===== config.mk =====
export PLATFORM = sky130hd
export DESIGN_NAME = apb_trigger_input_filter_flat
export DESIGN_NICKNAME = d
export VERILOG_FILES = /design/src/rtl/apb_trigger_input_filter_pkg.sv /design/src/rtl/apb_trigger_input_filter_apb_if.sv /design/src/rtl/apb_trigger_input_filter_chan.sv /design/src/rtl/apb_trigger_input_filter.sv /design/src/flat_wrapper.sv
export SDC_FILE = /design/constraint.sdc
export NUM_CORES = 1
export LEC_CHECK = 0
export BUFFER_PORTS_ARGS = -buffer_cell sky130_fd_sc_hd__buf_2
export CORE_MARGIN = 2
export CORE_UTILIZATION = 45
export DETAILED_ROUTE_END_ITERATION = 12
export PLACE_DENSITY = 0.7
export RECOVER_POWER = 50
export SYNTH_ARGS = -nofsm -noshare
export SYNTH_HDL_FRONTEND = slang
export SYNTH_HIERARCHICAL = 1
export SYNTH_SLANG_ARGS = --single-unit

===== constraint.sdc =====
create_clock -name pclk -period 2.6 [get_ports pclk]
set_input_delay 0.39 -clock pclk [delete_from_list [all_inputs] [get_ports pclk]]
set_output_delay 0.39 -clock pclk [all_outputs]
set_load 0.03 [all_outputs]

===== src/rtl/apb_trigger_input_filter_pkg.sv =====
// Shared channel configuration type and per-port register offsets for the trigger input filter.
package CrossbarTypes;

  typedef struct packed {
    logic       invert;
    logic [7:0] filtlen;
  } trigfilt_cfg_t;

  localparam logic [4:0]  REG_CONFIG       = 5'h00;
  localparam logic [4:0]  REG_EDGE_COUNT   = 5'h04;
  localparam logic [4:0]  REG_STATUS       = 5'h08;
  localparam int unsigned PORT_STRIDE_BITS = 5;

endpackage


===== src/rtl/apb_trigger_input_filter_apb_if.sv =====
// APB bus bundle; the completer modport is what a register block sees.
interface apb_if #(
  parameter int AW = 32,
  parameter int DW = 32
) (
  input logic pclk,
  input logic preset_n
);
  logic [AW-1:0] paddr;
  logic          psel;
  logic          penable;
  logic          pwrite;
  logic [DW-1:0] pwdata;
  logic [DW-1:0] prdata;
  logic          pready;
  logic          pslverr;

  modport completer (
    input  pclk, preset_n, paddr, psel, penable, pwrite, pwdata,
    output prdata, pready, pslverr
  );
endinterface


===== src/rtl/apb_trigger_input_filter_chan.sv =====
// One trigger channel: 2-flop synchronizer, run-length glitch filter, polarity invert,
// and a saturating rising-edge counter when TRIG_EDGE_COUNTER_EN is defined.
module TriggerGlitchFilter
  import CrossbarTypes::*;
(
  input  logic          clk,
  input  logic          rst_n,
  input  logic          trig_in,
  input  trigfilt_cfg_t cfg,
  input  logic          edge_clr,
  output logic          trig_out,
  output logic          sync_level,
  output logic [31:0]   edge_count
);

  (* ASYNC_REG = "TRUE" *) logic [1:0] sync_ff;
  logic [7:0] cnt;
  logic       filt;

  always_ff @(posedge clk or negedge rst_n) begin
    if (!rst_n) begin
      sync_ff <= '0;
    end else begin
      sync_ff <= {sync_ff[0], trig_in};
    end
  end

  assign sync_level = sync_ff[1];

  // cnt is never reset by a filtlen change; a count past the new limit wraps before matching.
  always_ff @(posedge clk or negedge rst_n) begin
    if (!rst_n) begin
      cnt  <= '0;
      filt <= 1'b0;
    end else if (sync_level != filt) begin
      if (cnt == cfg.filtlen) begin
        filt <= sync_level;
        cnt  <= '0;
      end else begin
        cnt <= cnt + 8'd1;
      end
    end else begin
      cnt <= '0;
    end
  end

  assign trig_out = filt ^ cfg.invert;

`ifdef TRIG_EDGE_COUNTER_EN
  logic        trig_out_q;
  logic        rise;
  logic [31:0] edge_cnt;

  assign rise = trig_out && !trig_out_q;

  always_ff @(posedge clk or negedge rst_n) begin
    if (!rst_n) begin
      trig_out_q <= 1'b0;
      edge_cnt   <= '0;
    end else begin
      trig_out_q <= trig_out;
      if (edge_clr) begin
        edge_cnt <= {31'h0, rise};
      end else if (rise && edge_cnt != 32'hFFFF_FFFF) begin
        edge_cnt <= edge_cnt + 32'd1;
      end
    end
  end

  assign edge_count = edge_cnt;
`else
  logic unused_edge_clr;
  assign unused_edge_clr = edge_clr;
  assign edge_count      = '0;
`endif

endmodule


===== src/rtl/apb_trigger_input_filter.sv =====
// APB register decode around NUM_PORTS trigger filter channels, zero wait states.
// Per-port EDGE_COUNT counters exist only when TRIG_EDGE_COUNTER_EN is defined.
module apb_trigger_input_filter
  import CrossbarTypes::*;
#(
  parameter int NUM_PORTS = 12
) (
  apb_if.completer             apb,
  input  logic [NUM_PORTS-1:0] trig_in,
  output logic [NUM_PORTS-1:0] trig_out
);

  if ($bits(apb.prdata) != 32) begin : g_bad_width
    $error("apb_trigger_input_filter requires a 32-bit APB data bus");
  end

  logic [31:0]          port_idx;
  logic [4:0]           offset;
  logic                 access;
  logic                 addr_ok;
  logic                 err;
  logic                 wr_en;
  logic                 rd_en;
  trigfilt_cfg_t        cfg [NUM_PORTS];
  logic [NUM_PORTS-1:0] sync_level;
  logic [31:0]          edge_count [NUM_PORTS];
  logic                 unused_pwdata;

  assign port_idx = 32'(apb.paddr >> PORT_STRIDE_BITS);
  assign offset   = apb.paddr[4:0];
  assign access   = apb.psel && apb.penable;
  // Valid offsets all have paddr[1:0] == 0, so misalignment falls out of the offset match.
  assign addr_ok  = (port_idx < 32'(NUM_PORTS)) &&
                    (offset == REG_CONFIG || offset == REG_EDGE_COUNT || offset == REG_STATUS);
  assign err      = !addr_ok || (apb.pwrite && offset == REG_STATUS);
  assign wr_en    = access && apb.pwrite && !err;
  assign rd_en    = access && !apb.pwrite && !err;

  assign apb.pready    = access;
  assign apb.pslverr   = access && err;
  assign unused_pwdata = ^{apb.pwdata[31:16], apb.pwdata[7:1]};

  always_ff @(posedge apb.pclk or negedge apb.preset_n) begin
    if (!apb.preset_n) begin
      for (int p = 0; p < NUM_PORTS; p++) cfg[p] <= '0;
    end else begin
      for (int p = 0; p < NUM_PORTS; p++) begin
        if (wr_en && offset == REG_CONFIG && port_idx == 32'(p)) begin
          cfg[p] <= '{invert: apb.pwdata[0], filtlen: apb.pwdata[15:8]};
        end
      end
    end
  end

  always_comb begin
    apb.prdata = '0;
    for (int p = 0; p < NUM_PORTS; p++) begin
      if (rd_en && port_idx == 32'(p)) begin
        case (offset)
          REG_CONFIG:     apb.prdata = {16'h0, cfg[p].filtlen, 7'h0, cfg[p].invert};
          REG_EDGE_COUNT: apb.prdata = edge_count[p];
          REG_STATUS:     apb.prdata = {30'h0, sync_level[p], trig_out[p]};
          default:        apb.prdata = '0;
        endcase
      end
    end
  end

  for (genvar p = 0; p < NUM_PORTS; p++) begin : g_port
    TriggerGlitchFilter u_filt (
      .clk        (apb.pclk),
      .rst_n      (apb.preset_n),
      .trig_in    (trig_in[p]),
      .cfg        (cfg[p]),
      .edge_clr   (wr_en && offset == REG_EDGE_COUNT && port_idx == 32'(p)),
      .trig_out   (trig_out[p]),
      .sync_level (sync_level[p]),
      .edge_count (edge_count[p])
    );
  end

endmodule


===== src/flat_wrapper.sv =====
// flat-port wrapper written by rule: the top's interface ports become plain ports
module apb_trigger_input_filter_flat import CrossbarTypes::*;
#(
  parameter int NUM_PORTS = 12
)
  (trig_in, trig_out, pclk, preset_n, apb_paddr, apb_psel, apb_penable, apb_pwrite, apb_pwdata, apb_prdata, apb_pready, apb_pslverr);
  apb_if #(.AW(32), .DW(32)) apb_i (.pclk(pclk), .preset_n(preset_n));
  input  logic [NUM_PORTS-1:0] trig_in;
  output logic [NUM_PORTS-1:0] trig_out;
  input wire logic pclk;
  input wire logic preset_n;
  input wire logic [$bits(apb_i.paddr)-1:0] apb_paddr;
  input wire logic [$bits(apb_i.psel)-1:0] apb_psel;
  input wire logic [$bits(apb_i.penable)-1:0] apb_penable;
  input wire logic [$bits(apb_i.pwrite)-1:0] apb_pwrite;
  input wire logic [$bits(apb_i.pwdata)-1:0] apb_pwdata;
  output wire logic [$bits(apb_i.prdata)-1:0] apb_prdata;
  output wire logic [$bits(apb_i.pready)-1:0] apb_pready;
  output wire logic [$bits(apb_i.pslverr)-1:0] apb_pslverr;
  assign apb_i.paddr = apb_paddr;
  assign apb_i.psel = apb_psel;
  assign apb_i.penable = apb_penable;
  assign apb_i.pwrite = apb_pwrite;
  assign apb_i.pwdata = apb_pwdata;
  assign apb_prdata = apb_i.prdata;
  assign apb_pready = apb_i.pready;
  assign apb_pslverr = apb_i.pslverr;
  apb_trigger_input_filter #(.NUM_PORTS(NUM_PORTS)) u_core (.apb(apb_i), .trig_in(trig_in), .trig_out(trig_out));
endmodule

# Word level (Yosys, flattened, before mapping)
# Index checks and enable logic that the tools add are counted.
# totals
ff_bits	240
inputBits	81
out_inout_bits	46
wordCells	223
# classes
addsub	12
magnitude_cmp	1
eq_ne	37
n_mux	48
n_bitwise	12
reduce_logical	53
# ops
cell	count
$mux W32	12
$pmux W16 S2	12
$mux W8	24
$eq A27 B3 Y1 const B	4
$eq A27 B4 Y1 const B	4
$add A8 B1 Y8 const B	12
$eq A8 B8 Y1	12
$eq A27 B2 Y1 const B	2
$logic_and A1 B1 Y1	33
$logic_not A32 Y1	1
$eq A27 B1 Y1 const B	1
$lt A27 B4 Y1 const B	1
$reduce_and A2 Y1	12
$ne A1 B1 Y1	12
$xor A1 B1 Y1	12
$eq A5 B3 Y1 const B	1
$eq A5 B4 Y1 const B	1
$logic_not A5 Y1	1
$logic_not A1 Y1	3
$logic_or A1 B1 Y1	3

# Logic depth before layout (Yosys ltp)
# depth
word_depth	21
depth_mapped	11

# Modules after synthesis
# The synthesis kept the hierarchy.
# by_module_without_submodules
mod	instances	cells_per_inst	area_per_inst_um2	seq_area_each_um2
TriggerGlitchFilter	12	81	775.7	275.3
apb_trigger_input_filter	1	936	8489.4	2702.6

# Worst setup path before layout
# Ideal clock, no wire load.
# synth_path
path_type	input to output
from	input apb_paddr[31]
to	output apb_prdata[0]
arrival_ps	2831
required_ps	2210
setup_slack_ps	-621
path_stages	11
n_path_buf	4
path_cell_list	nor4_1 -> and4_1 -> buf_4 -> and4_1 -> buf_2 -> nand2_2 -> buf_2 -> clkbuf_1 -> o221ai_1 -> a41oi_1 -> o21ai_0
# synth_between
elab_chain_cells	19
elab_cells_between_ends	42
# synth_lines
item	line	source
start, declared	flat_wrapper.sv:12	input wire logic [$bits(apb_i.paddr)-1:0] apb_paddr;
$lt A27 B4 Y1	apb_trigger_input_filter.sv:33	assign addr_ok = (port_idx < 32'(NUM_PORTS)) &&
$logic_and A1 B1 Y1	apb_trigger_input_filter.sv:33	
$logic_not A1 Y1	apb_trigger_input_filter.sv:35	assign err = !addr_ok || (apb.pwrite && offset == REG_STATUS);
$logic_or A1 B1 Y1	apb_trigger_input_filter.sv:35	
$logic_not A1 Y1	apb_trigger_input_filter.sv:37	assign rd_en = access && !apb.pwrite && !err;
$logic_and A1 B1 Y1	apb_trigger_input_filter.sv:37	
$logic_and A1 B1 Y1	apb_trigger_input_filter.sv:58	if (rd_en && port_idx == 32'(p)) begin
$mux W32 (11 in series)	apb_trigger_input_filter.sv:58	
$mux W32 *	apb_trigger_input_filter.sv:58	
end, declared	flat_wrapper.sv:17	output wire logic [$bits(apb_i.prdata)-1:0] apb_prdata;
# Every way passes the cells marked *; elsewhere a longest branch is shown, timed or not.

# Final worst setup path
# layout_path
from	input apb_paddr[1]
to	output apb_prdata[15]
# layout_between
elab_chain_cells	21
elab_cells_between_ends	47
# layout_lines
item	line	source
$eq A5 B3 Y1 / $logic_not A5 Y1 (equally long branches)	apb_trigger_input_filter.sv:34, apb_trigger_input_filter.sv:59	
$logic_or A1 B1 Y1 (2 in series)	apb_trigger_input_filter.sv:34	(offset == REG_CONFIG || offset == REG_EDGE_COUNT || offset == REG_STATUS);
$logic_and A1 B1 Y1	apb_trigger_input_filter.sv:33	
$logic_not A1 Y1	apb_trigger_input_filter.sv:35	
$logic_or A1 B1 Y1	apb_trigger_input_filter.sv:35	
$logic_not A1 Y1	apb_trigger_input_filter.sv:37	
$logic_and A1 B1 Y1	apb_trigger_input_filter.sv:37	
$logic_and A1 B1 Y1	apb_trigger_input_filter.sv:58	
$mux W32 (11 in series)	apb_trigger_input_filter.sv:58	
$mux W32 *	apb_trigger_input_filter.sv:58	
# Marks and branches as above.

==> flow_summary.yaml <==
clocking:
  cts_sinks: 240
  cts_made_buffers: 25
  root_buffer: "clkbuf_16"
  h-tree-depth: 1
  insertion_delay_ns: 0.53
  cts_tree: "done"
  ctsLongestPathBuffers: 3
  path_clk_slew_ns: 0.06
power_and_ir_drop:
  internal_power_mw: 6.07
  p_clk_share_pct: 45.4
  p_comb_share_pct: 6.8
  total_leakage_power_nw: 9.27
  peakVddDrop_mv: 0.483
  power_frac_seq_pct: 47.8
  switching_power_mw: 1.87
  sw_frac_of_total_pct: 23.6
  powerDensity_nw_per_um2: 372
route:
  post_drt_wl_per_cell_um: 18.3
  dr.pass1.iters: 7
  via_count: 13800
  ant_nets: 0
  drt_wl_total_um: 48700
  drt_iter0_drc: 1233
  drcViolationCount: 0
  avgViaCountPerCell: 5.17
grt:
  grt_pass1_vias: 13600
  grt_use_total_pct: 23.0
  antenna_found_initial: 0
  grt_start_max_net_pins: 126
  grt_overflow: 0
  grt_pass1_wl_um: 74800
timing:
  timing.final.ws_setup_ns: -0.475
  max_clock_freq_mhz: 325
  slew_violations: 80
  tns_ns: -9.01
  worst_pin_slew_ns: 2.13
  fin_crit_sh_pct: 118
  setup_viol: 32
  hold_violations: 0
  slew_headroom_pct: -41.9
  period_minus_slack_ns: 3.07
  fin_skew_ns: 0.00696
  rsz0062_at_grt: "true"
min_path:
  min_from: "u_core/g_port[11].u_filt/sync_ff[0]"
  hp-class: "reg2reg"
  whs_endpoint: "u_core/g_port[11].u_filt/sync_ff[1]"
  holdPathStages: 0
synthesis:
  syn_avg_cell_area_um2: 9.37
  syn_area_um2: 17700
  synth-warning-count: 6
  syn_inst: 1892
place:
  place.port_buffers: 103
  place_area_um2: 18600
  place.gp.congestion: 0.963
  dp_hpwl_um: 34300
finish:
  n_fill_cell: 3355
  nNetsFinal: 2220
  postLayoutCellArea_um2: 21300
  area_growth_pct: 20.2
  n_antenna_cell: 0
  seqCellArea_um2: 6010
  multi_input_area_um2: 11100
  final_layout_size_suffix_gt1_share_pct: 29.7
critical_path:
  regToRegSetupSlack_ns: 1.18
  start_kind: "input pin"
  critPathCaptureType: "output port"
  r2r_end: "u_core/g_port[0].u_filt/filt"
  cp.arrival_ns: 2.68
  critPathKind: "in2out"
  r2r-start: "u_core/g_port[0].u_filt/cnt[2]"
  ff2ff_path_depth: 4
  path_max_fanout: 7
  required_ns: 2.21
floorplan:
  core_area_um2: 38700
  die_y_um: 203
  num_io_pins: 127
  fp.dieW_um: 203
  start_util_pct: 45.8
  num_rows: 72
  dieArea_um2: 41000
status:
  status: "complete, but fails checks"
  violations: "max-capacitance violations, max-slew violations, negative setup slack"
run:
  cap_violations: 1
## critical path: stages
cell and delay, ns:
buf_6 0.11, or3_4 0.40, a21oi_4 0.18, and4_4 0.41, nand2_8 0.12, a221o_1 0.32
a31oi_4 0.20, a221oi_2 0.08, buf_4 0.17, a2bb2oi_4 0.14, buf_6 0.15
## repair_timing
item,4_1_cts,5_1_grt
hold buffers,13,0
buffers inserted,18,31
endpoints found under the setup margin,32,33
pin swaps,40,60
gates resized for setup,193,114
gates cloned,2,1
endpoints found under the hold margin,87,0
## cell usage in the layout, fill, tap and decap left out, types with 55 or more instances in the layout
cell type and count:
conb_1 384, xor2_1 71, nand3_1 58, nor2_1 136
nand2_1 55, buf_4 141, dfrtp_1 240, buf_6 63
mux2_2 92, a22oi_1 143, buf_2 59, xnor2_1 120
## routing by layer
layer | vias to the layer above | track usage, % | wire length (um)
met5 | - | 0 | 0
met4 | 0 | 9.46 | 1930
met3 | 110 | 2.49 | 2380
met2 | 408 | 39.2 | 23900
met1 | 6741 | 29.7 | 20500
li1 | 6510 | - | -
## registers in the layout, indices dropped and copies added (netlist names)
signal / count
u_core/cfg: 108
u_core/g_port.u_filt/cnt: 96
u_core/g_port.u_filt/sync_ff: 24
u_core/g_port.u_filt/filt: 12
## final cells by class
type,instances,area share (%)
sequential,240,28.2
inverter,14,0.246
tap,518,3.04
timing repair buffer,304,12.7
clock inverter,10,0.516
multi-input combinational,1542,51.9
clock buffer,35,3.39
## how the worst max path moves through the flow
stage | startpoint | endpoint | slack [ns] | cells past startpoint
final | apb_paddr[1] | apb_prdata[15] | -0.47 | 11
after global routing | apb_paddr[11] | apb_prdata[1] | -0.52 | 12
after CTS | apb_paddr[4] | apb_prdata[14] | -0.42 | 11
after detailed placement | apb_paddr[31] | apb_prdata[14] | -0.62 | 12
after global placement | apb_paddr[30] | apb_prdata[14] | -0.62 | 12
after floorplan | apb_paddr[9] | apb_prdata[14] | -0.16 | 9
## metrics by stage
step	instances	worst slack [ns]	power, mW	hold WS (ns)	util (%)
after floorplan	2264	-0.160	4.49	0.0944	-
after global placement	2559	-0.618	4.33	0.332	47.9
after detailed placement	2559	-0.618	4.34	0.337	47.9
after CTS	2634	-0.420	7.99	0.330	53.0
after global routing	2663	-0.522	8.23	0.354	55.0
final	2663	-0.475	7.94	0.349	55.0
## power groups by stage
| stage | clock [mW] | combinational, mW | sequential [mW] |
|---|---|---|---|
| 5_1_grt | 3.83 | 0.607 | 3.79 |
| 3_5_place_dp | 0 | 0.474 | 3.86 |
| 6_report | 3.61 | 0.539 | 3.79 |
| 2_1_floorplan | 0 | 0.642 | 3.85 |
| 4_1_cts | 3.68 | 0.514 | 3.79 |
| 3_3_place_gp | 0 | 0.468 | 3.86 |
No activity file was read; power rests on OpenSTA's default activity.
